$ cat config.mk
export PLATFORM = sky130hd
export DESIGN_NAME = tlb_op_ctrl_flat
export DESIGN_NICKNAME = d
export VERILOG_FILES = /design/src/rtl/tlb_op_ctrl_pkg.sv /design/src/rtl/tlb_op_ctrl_if.sv /design/src/rtl/tlb_random_ctr.sv /design/src/rtl/tlb_op_ctrl.sv /design/src/flat_wrapper.sv
export SDC_FILE = /design/constraint.sdc
export NUM_CORES = 1
export LEC_CHECK = 0
export ABC_AREA = 1
export CAP_MARGIN = 20
export CELL_PAD_IN_SITES_DETAIL_PLACEMENT = 0
export CELL_PAD_IN_SITES_GLOBAL_PLACEMENT = 1
export CORE_MARGIN = 4
export CORE_UTILIZATION = 22
export CTS_BUF_LIST = sky130_fd_sc_hd__clkbuf_4 sky130_fd_sc_hd__clkbuf_8
export DETAILED_ROUTE_END_ITERATION = 12
export GPL_TIMING_DRIVEN = 0
export PLACE_DENSITY = 0.88
export RECOVER_POWER = 100
export REMOVE_ABC_BUFFERS = 1
export SYNTH_ARGS = -nofsm -noshare
export SYNTH_HDL_FRONTEND = slang
export SYNTH_SLANG_ARGS = --single-unit
$ cat constraint.sdc
create_clock -name clk -period 1.45 [get_ports clk]
set_input_delay 0.29 -clock clk [delete_from_list [all_inputs] [get_ports clk]]
set_output_delay 0.29 -clock clk [all_outputs]
set_load 0.05 [all_outputs]
$ cat src/rtl/tlb_op_ctrl_pkg.sv
// Shared definitions for the TLB maintenance sequencer and the TLB array.
// Contains the operation encoding, the controller state encoding and the default entry count.
package tlb_op_ctrl_pkg;

    localparam int TLB_NUM_DEFAULT = 32;

    typedef enum logic [1:0] {
        OP_TLBP  = 2'd0,
        OP_TLBR  = 2'd1,
        OP_TLBWI = 2'd2,
        OP_TLBWR = 2'd3
    } tlb_op_t;

    typedef enum logic [2:0] {
        ST_IDLE   = 3'd0,
        ST_LOOKUP = 3'd1,
        ST_COMMIT = 3'd2,
        ST_WRITE  = 3'd3,
        ST_FLUSH  = 3'd4
    } state_t;

endpackage

$ cat src/rtl/tlb_op_ctrl_if.sv
// Request channel from CP0/commit into the TLB sequencer.
// Handshake: an operation transfers on a clock edge where op_valid && op_ready; op_done pulses once when it completes.
interface tlb_op_ctrl_if;

    logic                     op_valid;
    tlb_op_ctrl_pkg::tlb_op_t op_type;
    logic                     op_ready;
    logic                     op_kill;
    logic                     op_done;

    modport master (output op_valid, op_type, op_kill, input op_ready, op_done);
    modport slave  (input op_valid, op_type, op_kill, output op_ready, op_done);

endinterface

$ cat src/rtl/tlb_random_ctr.sv
// CP0 Random: counts down from TLB_NUM-1 to Wired and wraps back to TLB_NUM-1.
// It is held during a TLB write so that the index a TLBWR sampled stays consistent with the register.
module tlb_random_ctr #(
    parameter int TLB_NUM  = 32,
    parameter int IDX_BITS = $clog2(TLB_NUM)
) (
    input  logic                clk,
    input  logic                rst,
    input  logic                wired_we_i,
    input  logic [IDX_BITS-1:0] wired_i,
    input  logic                freeze_i,
    output logic [IDX_BITS-1:0] random_o
);

    localparam logic [IDX_BITS-1:0] TOP = IDX_BITS'(TLB_NUM - 1);

    logic [IDX_BITS-1:0] random_q;
    logic [IDX_BITS-1:0] random_d;

    always_comb begin
        random_d = random_q;
        if (wired_we_i) begin
            random_d = TOP;
        end else if (!freeze_i) begin
            if ((random_q == wired_i) || (wired_i >= TOP)) begin
                random_d = TOP;
            end else begin
                random_d = random_q - 1'b1;
            end
        end
    end

    always_ff @(posedge clk) begin
        if (rst) begin
            random_q <= TOP;
        end else begin
            random_q <= random_d;
        end
    end

    assign random_o = random_q;

endmodule

$ cat src/rtl/tlb_op_ctrl.sv
// Sequencer for TLBP/TLBR/TLBWI/TLBWR: drives the TLB array index and write strobe,
// returns probe/read results to CP0 and pulses a translation flush after each write.
module tlb_op_ctrl
    import tlb_op_ctrl_pkg::*;
#(
    parameter int TLB_NUM  = TLB_NUM_DEFAULT,
    parameter int IDX_BITS = $clog2(TLB_NUM)
) (
    input  logic                clk,
    input  logic                rst,
    tlb_op_ctrl_if.slave        op,
    input  logic [IDX_BITS-1:0] cp0_index_i,
    input  logic [IDX_BITS-1:0] cp0_wired_i,
    input  logic                wired_we_i,
    output logic                tlb_we_o,
    output logic [IDX_BITS-1:0] tlb_index_o,
    input  logic [31:0]         tlb_probe_i,
    output logic                index_we_o,
    output logic [31:0]         index_wdata_o,
    output logic                read_we_o,
    output logic [IDX_BITS-1:0] random_o,
    output logic                tlb_flush_o,
    output state_t              dbg_state_o
);

    state_t              state_q, state_d;
    tlb_op_t             op_q, op_d;
    logic [IDX_BITS-1:0] idx_q, idx_d;
    logic [31:0]         wdata_q, wdata_d;
    logic                done_q, done_d;
    logic                we_q, we_d;
    logic                index_we_q, index_we_d;
    logic                read_we_q, read_we_d;
    logic                flush_q, flush_d;

    // Probe bits between the miss flag and the index field never reach CP0 Index.
    logic unused_probe_bits;
    assign unused_probe_bits = ^tlb_probe_i[30:IDX_BITS];

    tlb_random_ctr #(.TLB_NUM(TLB_NUM), .IDX_BITS(IDX_BITS)) u_random (
        .clk        (clk),
        .rst        (rst),
        .wired_we_i (wired_we_i),
        .wired_i    (cp0_wired_i),
        .freeze_i   (state_q == ST_WRITE),
        .random_o   (random_o)
    );

    // Strobes are computed for the state being entered so every output leaves a flop.
    always_comb begin
        state_d    = state_q;
        op_d       = op_q;
        idx_d      = idx_q;
        wdata_d    = wdata_q;
        done_d     = 1'b0;
        we_d       = 1'b0;
        index_we_d = 1'b0;
        read_we_d  = 1'b0;
        flush_d    = 1'b0;
        case (state_q)
            ST_IDLE: begin
                if (op.op_valid) begin
                    op_d  = op.op_type;
                    idx_d = (op.op_type == OP_TLBWR) ? random_o : cp0_index_i;
                    if ((op.op_type == OP_TLBP) || (op.op_type == OP_TLBR)) begin
                        state_d = ST_LOOKUP;
                    end else begin
                        state_d = ST_WRITE;
                        we_d    = 1'b1;
                    end
                end
            end
            ST_LOOKUP: begin
                if (op.op_kill) begin
                    state_d = ST_IDLE;
                end else begin
                    state_d = ST_COMMIT;
                    done_d  = 1'b1;
                    if (op_q == OP_TLBP) begin
                        index_we_d                = 1'b1;
                        wdata_d                   = '0;
                        wdata_d[31]               = tlb_probe_i[31];
                        wdata_d[IDX_BITS-1:0]     = tlb_probe_i[IDX_BITS-1:0];
                    end else begin
                        read_we_d = 1'b1;
                    end
                end
            end
            ST_COMMIT: state_d = ST_IDLE;
            ST_WRITE: begin
                state_d = ST_FLUSH;
                flush_d = 1'b1;
                done_d  = 1'b1;
            end
            ST_FLUSH: state_d = ST_IDLE;
            default:  state_d = ST_IDLE;
        endcase
    end

    always_ff @(posedge clk) begin
        if (rst) begin
            state_q    <= ST_IDLE;
            op_q       <= OP_TLBP;
            idx_q      <= '0;
            wdata_q    <= '0;
            done_q     <= 1'b0;
            we_q       <= 1'b0;
            index_we_q <= 1'b0;
            read_we_q  <= 1'b0;
            flush_q    <= 1'b0;
        end else begin
            state_q    <= state_d;
            op_q       <= op_d;
            idx_q      <= idx_d;
            wdata_q    <= wdata_d;
            done_q     <= done_d;
            we_q       <= we_d;
            index_we_q <= index_we_d;
            read_we_q  <= read_we_d;
            flush_q    <= flush_d;
        end
    end

    assign op.op_ready   = (state_q == ST_IDLE);
    assign op.op_done    = done_q;
    assign tlb_we_o      = we_q;
    assign tlb_index_o   = idx_q;
    assign index_we_o    = index_we_q;
    assign index_wdata_o = wdata_q;
    assign read_we_o     = read_we_q;
    assign tlb_flush_o   = flush_q;
    assign dbg_state_o   = state_q;

endmodule

$ cat src/flat_wrapper.sv
// flat-port wrapper written by rule: the top's interface ports become plain ports
module tlb_op_ctrl_flat import tlb_op_ctrl_pkg::*;
#(
    parameter int TLB_NUM  = TLB_NUM_DEFAULT,
    parameter int IDX_BITS = $clog2(TLB_NUM)
)
  (clk, rst, cp0_index_i, cp0_wired_i, wired_we_i, tlb_we_o, tlb_index_o, tlb_probe_i, index_we_o, index_wdata_o, read_we_o, random_o, tlb_flush_o, dbg_state_o, op_op_valid, op_op_type, op_op_kill, op_op_ready, op_op_done);
  tlb_op_ctrl_if op_i ();
  input  logic clk;
  input  logic rst;
  input  logic [IDX_BITS-1:0] cp0_index_i;
  input  logic [IDX_BITS-1:0] cp0_wired_i;
  input  logic wired_we_i;
  output logic tlb_we_o;
  output logic [IDX_BITS-1:0] tlb_index_o;
  input  logic [31:0] tlb_probe_i;
  output logic index_we_o;
  output logic [31:0] index_wdata_o;
  output logic read_we_o;
  output logic [IDX_BITS-1:0] random_o;
  output logic tlb_flush_o;
  output state_t dbg_state_o;
  input wire logic [$bits(op_i.op_valid)-1:0] op_op_valid;
  input wire logic [$bits(op_i.op_type)-1:0] op_op_type;
  input wire logic [$bits(op_i.op_kill)-1:0] op_op_kill;
  output wire logic [$bits(op_i.op_ready)-1:0] op_op_ready;
  output wire logic [$bits(op_i.op_done)-1:0] op_op_done;
  assign op_i.op_valid = op_op_valid;
  assign op_i.op_type = op_op_type;
  assign op_i.op_kill = op_op_kill;
  assign op_op_ready = op_i.op_ready;
  assign op_op_done = op_i.op_done;
  tlb_op_ctrl #(.TLB_NUM(TLB_NUM), .IDX_BITS(IDX_BITS)) u_core (.clk(clk), .rst(rst), .op(op_i), .cp0_index_i(cp0_index_i), .cp0_wired_i(cp0_wired_i), .wired_we_i(wired_we_i), .tlb_we_o(tlb_we_o), .tlb_index_o(tlb_index_o), .tlb_probe_i(tlb_probe_i), .index_we_o(index_we_o), .index_wdata_o(index_wdata_o), .read_we_o(read_we_o), .random_o(random_o), .tlb_flush_o(tlb_flush_o), .dbg_state_o(dbg_state_o));
endmodule
==> impl_metrics.csv <==
group,metric,value,unit
finish,fin_nets,279,
floorplan,rows,27,
finish,syn_to_final_growth,40.1,%
worst_setup_path,r2r_start,"u_core.dbg_state_o[0]",
power,seqPwrFrac,43.7,%
worst_setup_path,cp-end-kind,"output port",
global_routing,grt_usage,8.41,%
run,cap_violations,0,
floorplan,die_w,85.0,um
detailed_routing,drt_iter0_drc,66,
worst_setup_path,crit_top_cell,"nor2_4",
min_path,hold_start,"u_core.tlb_index_o[3]",
worst_setup_path,arrival,1190,ps
timing,finalHoldViolations,0,
detailed_routing,drt-pass1-iter-count,4,
min_path,hp-class,"reg -> reg",
timing,timing.final.crit_period,1480,ps
logic_synthesis,syn_avg_cell_area,7.49,sq um
power,switchingPower,0.632,mW
clocking,cts-htree-levels,1,
floorplan,dieArea,7220,sq um
logic_synthesis,async_flop_share,0,%
timing,setup_violations,1,
logic_synthesis,yosysWarnings,0,
finish,fillers,617,
timing,rsz0062_at_grt,"yes",
power,internal-power,1.14,mW
logic_synthesis,synth-edff-count,0,
timing,max_freq,675,MHz
clocking,cts_buffer_depth,2,
detailed_routing,drc,0,
worst_setup_path,crit_chain,"nor2_4 -> inv_2 -> nor2_4 -> buf_8",
logic_synthesis,ys_seq_elements,26,
worst_setup_path,max_stage_delay,370,ps
floorplan,ios,100,
global_routing,gr-total-overflow,0,
power,combPwrFrac,30.1,%
power,power.total,1.77,mW
logic_synthesis,synth_area_leaders,"dfxtp_1 (40%), buf_4 (15%), nand2_1 (8.3%), nor2_1 (6.6%), nand3_1 (4.6%)",
global_routing,grt_pass1_vias,1011,
finish,antenna_cells,0,
floorplan,chipHeight,85.0,um
worst_setup_path,path_class,"reg -> out",
global_routing,grt_max_degree,15,
status,outcome,"finished, violations left",
floorplan,initial_core_util,23.1,%
clocking,holdBufCountCts,0,
place,dp_slack,-431,ps
place,placed_cells,291,
detailed_routing,drt-total-wl,3170,um
worst_setup_path,start_kind,"flip-flop",
place,port_buffers,47,
worst_setup_path,critPathRequiredTime,1160,ps
finish,drive_above_1_share,16.7,%
floorplan,core,5640,sq um
timing,period_share,102,%
worst_setup_path,slowest_stage,"dfxtp_4",
logic_synthesis,netlist_instances,174,
clocking,clk_latency,270,ps
timing,worstMarginPinSlew,574,ps
timing,timing.final.ws_setup,-32.3,ps
finish,stdcell_count,300,
worst_setup_path,cp_max_fo,6,
status,violations,"setup timing",
worst_setup_path,setup.worst_path.start,"u_core.dbg_state_o[1]",
global_routing,grt_pass1_wl,4930,um
logic_synthesis,synth_cell_types,23,
global_routing,antenna_found_initial,0,
logic_synthesis,post-synth-top-count-cell,"nand2_1",
detailed_routing,routedWlPerCell,10.6,um
clocking,cts_inserted_buffers,3,
detailed_routing,routed-via-count,1175,
logic_synthesis,seq_area_frac_synth,39.9,%
timing,maxSlewHeadroom,61.7,%
logic_synthesis,synth_top_area_share,39.9,%
power,switching_share,35.7,%
place,gp_congestion,0.771,
detailed_routing,ant_nets,0,
clocking,clock-sinks,26,
detailed_routing,viasPerCell,3.92,
timing,maxSlewViolCount,0,
clocking,cts-root-buf,"clkbuf_8",
power,ir_drop,322,uV
clocking,clk_pin_slew,90,ps
power,p_leak,0.887,nW
power,power.share.clock,26.2,%
place,dp_hpwl,2500,um
logic_synthesis,synth_common_cells,"nand2_1 (29), buf_4 (26), dfxtp_1 (26), nor2_1 (23), inv_1 (14)",
timing,fin_skew,5.91,ps
clocking,cts_tree,"built",
logic_synthesis,ys.flop_type,"dfxtp_1",
logic_synthesis,syn_area,1300,sq um
power,power_density,970,nW/um^2
logic_synthesis,yosysTopAreaCell,"dfxtp_1",
==> final cells by class <==
type	count	area (sq um)	area share [%]
multi-input cells	130	626	34.2
flip-flops and latches	26	526	28.8
repair buffers	52	470	25.8
well taps	72	90.1	4.93
inverters	16	60.1	3.29
clock buffers	4	55.1	3.01
==> critical path, delay by kind of cell, from the launching register on <==
family                 cells  cell delay (ps)
and+or+nand+nor            2              320
buffers and inverters      2              240
DFF                        1              370
==> routing by layer <==
metal / share of wire, % / global-route usage [%] / wire length (um)
met1: 44 / 10.3 / 1380
met2: 49 / 13.8 / 1560
met3: 5.7 / 2.33 / 181
met4: 1.4 / 3.45 / 45
met5: 0 / 0 / 0
==> worst paths after layout <==
kind | to | slack [ps] | depth (start not counted)
worst max-delay path | op_op_ready | -30 | 4
worst min-delay path | u_core.tlb_index_o[3] | 470 | 2
worst max register to register | u_core.index_wdata_o[4] | 120 | 7
worst min register to register | u_core.tlb_index_o[3] | 470 | 2
==> through the flow <==
| step | setup TNS (ps) | hold WS, ps | cell area, sq um | utilization, % |
|---|---|---|---|---|
| after floorplan | -1110 | 359 | 1200 | - |
| after global placement | -4740 | 452 | 1760 | 31.2 |
| after detailed placement | -5080 | 456 | 1760 | 31.2 |
| after CTS | -107 | 473 | 1800 | 32.0 |
| after global routing | -101 | 490 | 1830 | 32.4 |
| final | -32.3 | 467 | 1830 | 32.4 |
==> placed cells by master (no fill, tap or decap), types with 2 or more instances in the layout <==
master,n
nand3_1,12
clkbuf_2,7
nor2_4,2
inv_2,3
dlygate4sd2_1,6
clkdlybuf4s15_2,5
nand2_1,29
a21oi_1,9
xor2_1,4
clkdlybuf4s50_1,21
dfxtp_1,24
nand4_1,2
o21ai_0,12
buf_2,2
conb_1,26
inv_1,13
nor3_1,2
buf_4,4
clkdlybuf4s15_1,5
clkbuf_8,4
nor2_2,3
nor2_1,22
==> sequential cells by signal, indices dropped and copies added (netlist names) <==
register / flops
u_core.index_we_o: 1
u_core.tlb_we_o: 1
u_core.u_random.random_o: 5
u_core.index_wdata_o: 6
u_core.op_q: 2
u_core.tlb_flush_o: 1
u_core.dbg_state_o: 3
u_core.read_we_o: 1
u_core.tlb_index_o: 5
u_core.op.op_done: 1
==> power groups by stage <==
stage / Combinational (mW) / Clock, mW / Sequential, mW
2_1_floorplan: 0.260 / 0 / 0.892
3_3_place_gp: 0.524 / 0 / 0.790
3_5_place_dp: 0.527 / 0 / 0.791
4_1_cts: 0.513 / 0.500 / 0.774
5_1_grt: 0.568 / 0.517 / 0.779
6_report: 0.533 / 0.464 / 0.774
==> kinds of logic after synthesis <==
family,share of synthesized area (%)
XOR/XNOR,3.36
other,0.288
flip-flops,39.9
AND/OR/NAND/NOR,27.0
AO/OA/AOI/OAI,8.64
buffers and inverters,19.9
adder cells (fa/ha/maj),0.960
==> repair_timing <==
item,4_1_cts,5_1_grt
setup buffers,0,5
resized for setup,55,22
pin swaps,0,3
cloned,0,0
endpoints found under the setup margin,34,19
Power figures use the tool's default switching activity.
